## config.mk

```make
export PLATFORM = sky130hd
export DESIGN_NAME = index_2_one_hot_grant
export DESIGN_NICKNAME = d
export VERILOG_FILES = /design/src/rtl/index_2_one_hot_grant.sv
export SDC_FILE = /design/constraint.sdc
export NUM_CORES = 1
export LEC_CHECK = 0
export ABC_AREA = 1
export CAP_MARGIN = 5
export CELL_PAD_IN_SITES_DETAIL_PLACEMENT = 1
export CELL_PAD_IN_SITES_GLOBAL_PLACEMENT = 1
export CORE_UTILIZATION = 33
export CTS_CLUSTER_DIAMETER = 80
export CTS_CLUSTER_SIZE = 14
export DETAILED_ROUTE_END_ITERATION = 6
export PLACE_DENSITY_LB_ADDON = 0.3
export SLEW_MARGIN = 20
export SYNTH_ARGS = -nofsm -noshare
export SYNTH_HDL_FRONTEND = slang
export SYNTH_SLANG_ARGS = --single-unit
```

## constraint.sdc

```tcl
create_clock -name clk -period 1.5 [get_ports clk]
set_input_delay 0.15 -clock clk [delete_from_list [all_inputs] [get_ports clk]]
set_output_delay 0.15 -clock clk [all_outputs]
set_load 0.005 [all_outputs]
```

## src/rtl/index_2_one_hot_grant.sv

```systemverilog
// Index-to-one-hot grant holder: decodes an accepted index into a registered one-hot
// grant held for in_len flits. Optional range check enabled by INDEX_2_ONE_HOT_RANGE_CHECK_EN.
//
// state | meaning
// ------+-----------------------------------------------
// IDLE  | no grant held, ready for a request
// GRANT | one_hot_output held, counting flits down to 1
module index_2_one_hot_grant #(
  parameter int NUM_BITS   = 4,
  parameter int INDEX_SIZE = $clog2(NUM_BITS),
  parameter int LEN_WIDTH  = 4
) (
  input  logic                  clk,
  input  logic                  rst_n,
  input  logic                  in_valid,
  output logic                  in_ready,
  input  logic [INDEX_SIZE-1:0] in_index,
  input  logic [LEN_WIDTH-1:0]  in_len,
  input  logic                  flit_valid,
  output logic [NUM_BITS-1:0]   one_hot_output,
  output logic                  grant_active,
  output logic                  last_flit,
  input  logic                  err_clear,
  output logic                  err_sticky
);

  typedef enum logic {
    IDLE  = 1'b0,
    GRANT = 1'b1
  } state_t;

  state_t                state_q, state_d;
  logic [LEN_WIDTH-1:0]  remaining_q, remaining_d;
  logic [NUM_BITS-1:0]   one_hot_q, one_hot_d;
  logic [NUM_BITS-1:0]   decoded;
  logic [LEN_WIDTH-1:0]  len_eff;
  logic                  end_flit;
  logic                  accept;
  logic                  take;
  logic                  idx_ok;

  // An index outside NUM_BITS simply matches no bit, giving an all-zero grant.
  always_comb begin
    decoded = '0;
    for (int i = 0; i < NUM_BITS; i++) begin
      decoded[i] = (int'(in_index) == i);
    end
  end

  assign len_eff  = (in_len == '0) ? LEN_WIDTH'(1) : in_len;
  assign end_flit = (state_q == GRANT) && flit_valid && (remaining_q == LEN_WIDTH'(1));
  assign in_ready = (state_q == IDLE) || end_flit;
  assign accept   = in_valid && in_ready;
  assign take     = accept && idx_ok;

  always_comb begin
    state_d     = state_q;
    remaining_d = remaining_q;
    one_hot_d   = one_hot_q;
    if ((state_q == GRANT) && flit_valid) begin
      remaining_d = remaining_q - LEN_WIDTH'(1);
      if (end_flit) begin
        state_d   = IDLE;
        one_hot_d = '0;
      end
    end
    // A new grant taken on the final flit overrides the release: no idle gap.
    if (take) begin
      state_d     = GRANT;
      one_hot_d   = decoded;
      remaining_d = len_eff;
    end
  end

  always_ff @(posedge clk or negedge rst_n) begin
    if (!rst_n) begin
      state_q     <= IDLE;
      remaining_q <= '0;
      one_hot_q   <= '0;
    end else begin
      state_q     <= state_d;
      remaining_q <= remaining_d;
      one_hot_q   <= one_hot_d;
    end
  end

  assign one_hot_output = one_hot_q;
  assign grant_active   = (state_q == GRANT);
  assign last_flit      = grant_active && (remaining_q == LEN_WIDTH'(1));

`ifdef INDEX_2_ONE_HOT_RANGE_CHECK_EN
  logic err_q;

  assign idx_ok = (int'(in_index) < NUM_BITS);

  // Setting has priority over a coincident clear so no error is ever missed.
  always_ff @(posedge clk or negedge rst_n) begin
    if (!rst_n) begin
      err_q <= 1'b0;
    end else if (accept && !idx_ok) begin
      err_q <= 1'b1;
    end else if (err_clear) begin
      err_q <= 1'b0;
    end
  end

  assign err_sticky = err_q;
`else
  logic unused_err_clear;

  assign idx_ok           = 1'b1;
  assign err_sticky       = 1'b0;
  assign unused_err_clear = err_clear;
`endif

endmodule
```

==> impl_metrics.toml, run 1 <==
[die]
core_sq_um = 1730
rows = 15
start_util_pct = 35.5
io_pins = 19
dieArea_sq_um = 2030
fp.dieH_um = 45.1
die_w_um = 45.1

[placement]
dp_cells = 110
globalplace.congestion = 0.697
buffer_ports.inserted = 16
pre_cts_ws_ps = -63.3
hpwl_mm = 1.15
placed_cell_area_sq_um = 838

[cts]
cts.sinks = 9
clk_pin_slew_ps = 60
cts-root-buf = "clkbuf_4"
cts_inserted_buffers = 3
ctsHtreeMaxLevel = 1
cts_tree = "built"
worst_skew_pair.late_latency_ps = 260
max-clock-path-buffers = 2

[critical_path]
cp-end-kind = "output port"
critPathRequiredTime_ps = 1350
crit_fanout = 9
reg2reg_setup_slack_ps = 240
path_class = "flip-flop to output port"
worst-r2r-cell-count = 9
timing.rr.end = "remaining_q[3]$_DFFE_PN0P_"
cp-start-kind = "flip-flop"
worstPathArrival_ps = 1300
r2r_start = "grant_active$_DFFE_PN0P_"

[cells_and_area]
final_cells = 116
final_common_cell = "clkdlybuf4s50_1"
drive_gt1_share_pct = 36.3
mostFrequentLayoutCells = "clkdlybuf4s50_1, dfrtp_1, buf_4"
fin_nets = 105
area_delta_synth_final_pct = 45.7
diodes = 0
design_area_sq_um = 893

[global_routing]
grt_pass1_wl_mm = 2.30
grt_overflow_total = 0
antenna_found_initial = 0
grt_max_degree = 10
first_global_vias = 537
grt_util_all_layers_pct = 16.7

[synth]
ys_seq_elements = 9
synthDistinctLibCells = 24
synthCells = 64
syn-num-nets = 77
ys_seq_area_share_pct = 36.7
syn-cell-area_sq_um = 613
avgSynthCellArea_sq_um = 9.58
ys.warnings.count = 0

[timing]
rsz0062_at_grt = "false"
hold_ws_ps = 188
period_share_pct = 96.6
hold_viol_final = 0
fmax_ghz = 0.690
skew_ps = 6.68
setup_viol = 0
fin_crit_ps = 1450
setup_slack_ps = 50.8
finalMaxSlewViolations = 0
tns_ps = 0

[run_status]
status = "completed"

[route]
firstDrtPassIters = 2
avgRoutedWirePerCell_um = 12.1
first_iter_violations = 1
drc = 0
vias = 531
totalWireLength_mm = 1.41
vias_per_cell = 4.58
antenna_left = 0

[job]
drv_cap = 0

[hold_path]
hold_class = "input pin to asynchronous set/reset pin"

[pwr]
cellLeakagePower_nw = 0.400
peakVddDrop_mv = 0.591
p_per_area_nw_per_um2 = 1550
## report_power, final
| part | total (W) | internal [W] | switching (W) |
|---|---|---|---|
| combinational | 0.000760 | 0.000396 | 0.000364 |
| clock | 0.000189 | 0.000103 | 0.0000865 |
| sequential | 0.000434 | 0.000338 | 0.0000962 |
## synth_stat cells
library cell | instances | area [sq um]
dfrtp_1 | 9 | 225
o211ai_1 | 7 | 52.6
nand2_1 | 6 | 22.5
o21ai_2 | 5 | 43.8
inv_1 | 4 | 15.0
nand2_2 | 4 | 25.0
nand3_1 | 4 | 20.0
nor2_1 | 4 | 15.0
nand3_2 | 3 | 30.0
a21oi_1 | 2 | 10.0
ha_1 | 2 | 25.0
nand2_4 | 2 | 22.5
and3_1 | 1 | 6.26
buf_4 | 1 | 7.51
buf_6 | 1 | 11.3
conb_1 | 1 | 3.75
inv_2 | 1 | 3.75
inv_4 | 1 | 6.26
nand2_8 | 1 | 20.0
nand3_4 | 1 | 17.5
nor2_4 | 1 | 11.3
nor3_1 | 1 | 5.00
o21ai_0 | 1 | 5.00
xor2_1 | 1 | 8.76
## how the worst max path moves through the flow
stage,from,to,cells after the start
after floorplan,remaining_q[1]$_DFFE_PN0P_,remaining_q[3]$_DFFE_PN0P_,7
after global placement,flit_valid,in_ready,6
after detailed placement,flit_valid,in_ready,6
after CTS,grant_active$_DFFE_PN0P_,grant_active,2
after global routing,grant_active$_DFFE_PN0P_,in_ready,6
final,grant_active$_DFFE_PN0P_,grant_active,2
## sequential cells by signal, indices dropped and copies added, names as in the netlist
name and cells:
grant_active 1, remaining_q 4, one_hot_output 4
## through the flow
| step | total power [W] | util, % |
|---|---|---|
| after floorplan | 0.000870 | - |
| after global placement | 0.00113 | 48.6 |
| after detailed placement | 0.00116 | 48.6 |
| after CTS | 0.00139 | 51.5 |
| after global routing | 0.00149 | 51.7 |
| final | 0.00138 | 51.7 |
## worst max-delay path, cell delays in order, from the launching register on
cell and delay [ps]:
dfrtp_1 380, buf_6 160, clkdlybuf4s50_1 500
## cells by family (layout without fill, tap and decap cells)
group,count (synthesis),after routing,share of synthesized area (%)
other,1,1,0.612
DFF,9,9,36.7
adders and majority gates,2,2,4.08
and+or+nand+nor,28,28,31.8
xor gates and xnor gates,1,1,1.43
buffers and inverters,8,35,7.14
AOI/OAI and AO/OA,15,15,18.2
## routing by layer
layer	vias up	wire length [um]	track usage, %
li1	271	-	-
met1	238	621	21.3
met2	17	699	25.5
met3	5	45	2.40
met4	0	42	12.7
met5	-	0	0
## layout make-up
class                           instances  area (sq um)
Clock buffer                            4          26.3
Fill cell                             212           833
Inverter                                6          25.0
Multi-Input combinational cell         47           357
Sequential cell                         9           225
Tap cell                               25          31.3
Timing Repair Buffer                   25           229
## what timing repair did
item	CTS	global route
endpoints found under the setup margin	3	1
gates resized for setup	5	1
hold buffers	0	0
gates cloned	0	0
setup buffers	2	0
(Power assumes the default switching activity.)
==> inputs of run 2 (changes only) <==
Settings changed: MAX_ROUTING_LAYER set to met4, PLACE_DENSITY set to 0.87, PLACE_DENSITY_LB_ADDON 0.3 to not set.
==> run 2 against run 1 <==
Register-to-register slack barely moved. Non-clock buffer count unchanged. Routed wire length grew 4.1%. Worst hold slack worse by 8.2 ps. Cell count is the same. Combinational power rose by 2%. Via count is 0.56% higher. Critical endpoint unchanged.
==> impl_metrics.toml, run 2 (synthesis gave the netlist of run 1 again) <==
[die]
start_util_pct = 35.5
die_w_um = 45.1
rows = 15
core_sq_um = 1730
dieArea_sq_um = 2030
fp.dieH_um = 45.1
io_pins = 19

[cts]
cts_tree = "built"
ctsHtreeMaxLevel = 1
max-clock-path-buffers = 2
cts-root-buf = "clkbuf_4"
holdBufCountCts = 0
clk_pin_slew_ps = 70
cts.sinks = 9
worst_skew_pair.late_latency_ps = 270
cts_inserted_buffers = 3

[route]
vias_per_cell = 4.60
vias = 534
avgRoutedWirePerCell_um = 12.6
drc = 0
totalWireLength_mm = 1.47
firstDrtPassIters = 3
first_iter_violations = 5
antenna_left = 0

[critical_path]
cp-start-kind = "flip-flop"
critPathRequiredTime_ps = 1350
cpMaxStageDelayCell = "clkdlybuf4s50_1"
crit_cells = 2
crit_path_start = "grant_active$_DFFE_PN0P_"
critPathBufInv = 2
path_class = "flip-flop to output port"
crit_fanout = 9
cp-end-kind = "output port"
path_cells = "buf_6, clkdlybuf4s50_1"
crit_family = "buffers and inverters"
max_stage_delay_ps = 520
worst-r2r-cell-count = 8
r2r_start = "remaining_q[1]$_DFFE_PN0P_"
worstPathArrival_ps = 1290

[global_routing]
grt_overflow_total = 0
first_global_vias = 564
grt_pass1_wl_mm = 2.44
grt_util_all_layers_pct = 17.8
grt_max_degree = 10
antenna_found_initial = 0

[cells_and_area]
diodes = 0
mostFrequentLayoutCells = "clkdlybuf4s50_1, dfrtp_1, buf_4"
drive_gt1_share_pct = 36.3
fin_nets = 105
area_delta_synth_final_pct = 45.7
final_common_cell = "clkdlybuf4s50_1"

[timing]
skew_ps = 0.593
fmax_ghz = 0.692
setup_slack_ps = 55.4
setup_viol = 0
fin_crit_ps = 1440
finalMaxSlewViolations = 0
hold_viol_final = 0
period_share_pct = 96.3
hold_ws_ps = 180
rsz0062_at_grt = "false"
tns_ps = 0

[placement]
hpwl_mm = 1.21
pre_cts_ws_ps = -68.6
buffer_ports.inserted = 16
globalplace.congestion = 0.777

[pwr]
cellLeakagePower_nw = 0.400
total_power_w = 0.00141
peakVddDrop_mv = 0.613
p_per_area_nw_per_um2 = 1580

[job]
drv_cap = 0

[run_status]
status = "completed"

[hold_path]
hold_class = "input pin to asynchronous set/reset pin"
-- run 2: cell counts in the layout (fill, tap and decap cells not counted) --
No cell type changed its count.
-- run 2: timing repair --
action                                  CTS  global route
buffers inserted                          2             0
endpoints found under the setup margin    3             1
resized for setup                         5             1
-- run 2: cell type report --
cell class                      count  area [sq um]
Inverter                            6          25.0
Clock buffer                        4          26.3
Timing Repair Buffer               25           229
Sequential cell                     9           225
Tap cell                           25          31.3
Multi-Input combinational cell     47           357
Fill cell                         214           833
-- run 2: stage by stage --
step	cell area, sq um	instances	util [%]
floorplan	613	64	-
global placement	838	110	48.6
detailed placement	838	110	48.6
CTS	890	116	51.5
global route	893	116	51.7
finish	893	116	51.7
-- run 2: path summary, 6_finish.rpt --
path	slack [ps]	endpoint
max in group asynchronous	1030	remaining_q[0]$_DFFE_PN0P_
worst max register to register	230	remaining_q[3]$_DFFE_PN0P_
worst min register to register	550	one_hot_output[1]$_DFFE_PN0P_
worst max-delay path	60	grant_active
worst min-delay path	180	grant_active$_DFFE_PN0P_
min in group clk	500	one_hot_output[3]$_DFFE_PN0P_
-- run 2: layer usage --
metal  up-vias  global-route usage, %  routed length [um]
li1        272                      -                   -
met1       247                   20.8                 631
met2        11                   28.7                 776
met3         4                   1.20                  25
met4         0                   12.7                  34
met5         -                      -                   0
-- run 2: power breakdown --
part           total, W  switching [W]  leakage [nW]  internal [W]
Sequential     0.000430      0.0000928         0.111      0.000337
Combinational  0.000779       0.000378         0.274      0.000401
Clock          0.000200      0.0000974        0.0150      0.000103
Total           0.00141       0.000569         0.400      0.000841
==> inputs of run 3 (changes only) <==
Settings changed: CAP_MARGIN 5 to 20, CTS_CLUSTER_DIAMETER 80 to 50, SKIP_CTS_REPAIR_TIMING set to 1.
==> run 3 against run 2 <==
Via count is 1.3% higher. Global-route usage fell by 0.086 points. Worst setup slack worse by 12 ps. Clock skew grew 4.5 ps. Non-clock buffer count unchanged. Flip-flop and latch count is the same. Combinational power up 1%. Total power increased by 1.6%. Critical path depth unchanged. Worst hold slack gained 4.8 ps. Sequential power grew 2%. Largest power group unchanged.
==> impl_metrics.toml, run 3 (synthesis gave the netlist of run 1 again) <==
[run_status]
status = "completed"

[timing]
fmax_ghz = 0.686
setup_viol = 0
tns_ps = 0
finalMaxSlewViolations = 0
rsz0062_at_grt = "false"
skew_ps = 5.08
hold_ws_ps = 184
fin_crit_ps = 1460
period_share_pct = 97.1
hold_viol_final = 0

[pwr]
p_int_w = 0.000852
p_per_area_nw_per_um2 = 1590
p_switching_w = 0.000580
cellLeakagePower_nw = 0.424
total_power_w = 0.00143
peakVddDrop_mv = 0.640
p_clk_share_pct = 14.3
comb_power_share_pct = 55.2
p_seq_share_pct = 30.5
switching_share_pct = 40.5

[die]
dieArea_sq_um = 2030
core_sq_um = 1730
die_w_um = 45.1
rows = 15
start_util_pct = 35.5
io_pins = 19
fp.dieH_um = 45.1

[route]
drc = 0
vias_per_cell = 4.66
avgRoutedWirePerCell_um = 13.4
firstDrtPassIters = 4
vias = 541
antenna_left = 0
first_iter_violations = 3
totalWireLength_mm = 1.55

[cts]
max-clock-path-buffers = 2
cts-root-buf = "clkbuf_4"
clk_pin_slew_ps = 70
worst_skew_pair.late_latency_ps = 270
cts.sinks = 9
cts_inserted_buffers = 3
cts_tree = "built"
ctsHtreeMaxLevel = 1

[critical_path]
max_stage_delay_ps = 520
path_cells = "buf_6, clkdlybuf4s50_1"
cp-start-kind = "flip-flop"
cp-end-kind = "output port"
cpMaxStageDelayCell = "clkdlybuf4s50_1"
worstPathArrival_ps = 1310
path_class = "flip-flop to output port"
crit_fanout = 9
critPathRequiredTime_ps = 1350

[placement]
hpwl_mm = 1.21
buffer_ports.inserted = 16
globalplace.congestion = 0.777
dp_cells = 110
placed_cell_area_sq_um = 838

[global_routing]
grt_overflow_total = 0
grt_max_degree = 10
antenna_found_initial = 0
grt_util_all_layers_pct = 17.7
grt_pass1_wl_mm = 2.44
first_global_vias = 563

[cells_and_area]
fin_nets = 105
design_area_sq_um = 902
area_delta_synth_final_pct = 47.1
final_cells = 116
final_common_cell = "clkdlybuf4s50_1"
diodes = 0
n_fill_cell = 211
drive_gt1_share_pct = 37.4
mostFrequentLayoutCells = "clkdlybuf4s50_1, dfrtp_1, buf_4"

[hold_path]
hold_class = "input pin to asynchronous set/reset pin"

[job]
drv_cap = 0
==> run 3: worst paths after layout <==
kind | depth (start not counted) | end | slack [ps] | startpoint
min in group clk | 3 | one_hot_output[1]$_DFFE_PN0P_ | 500 | in_index[0]
max in group asynchronous | 1 | remaining_q[3]$_DFFE_PN0P_ | 990 | rst_n
worst min register to register | 2 | one_hot_output[1]$_DFFE_PN0P_ | 550 | one_hot_output[1]$_DFFE_PN0P_
worst max register to register | 8 | remaining_q[3]$_DFFE_PN0P_ | 230 | remaining_q[1]$_DFFE_PN0P_
worst max-delay path | 2 | grant_active | 40 | grant_active$_DFFE_PN0P_
worst min-delay path | 1 | grant_active$_DFFE_PN0P_ | 180 | rst_n
==> run 3: area by class of cell <==
cell class	count	area, sq um	area share (%)
multi-input combinational	47	357	39.5
timing repair buffer	25	236	26.2
tap	25	31.3	3.47
inverter	6	25.0	2.77
sequential	9	226	25.1
clock buffer	4	26.3	2.91
==> run 3: stage by stage <==
stage	utilization (%)	setup slack [ps]
final	52.2	43.1
after global routing	52.2	0.169
after CTS	50.1	-287
after detailed placement	48.6	-68.6
after global placement	48.6	-37.3
after floorplan	-	317
==> run 3: layer usage <==
layer  up-vias  wire length (um)  track usage, %  share of wire (%)
li1        271                 -               -                  -
met5         -                 0               -                  0
met2        12               795            28.7                 51
met4         0                33            12.7                2.1
met3         4                27            1.20                1.7
met1       254               695            20.5                 45
==> run 3: critical path, delay by kind of cell (launching register included) <==
kind	cells	cell delay (ps)
flops	1	370
buf+inv	2	670
==> run 3: power groups by stage <==
stage	Combinational (W)	Clock, W	Sequential (W)
6_report	0.000790	0.000204	0.000437
5_1_grt	0.000872	0.000223	0.000448
4_1_cts	0.000749	0.000209	0.000425
3_5_place_dp	0.000745	0	0.000430
3_3_place_gp	0.000712	0	0.000421
2_1_floorplan	0.000452	0	0.000418
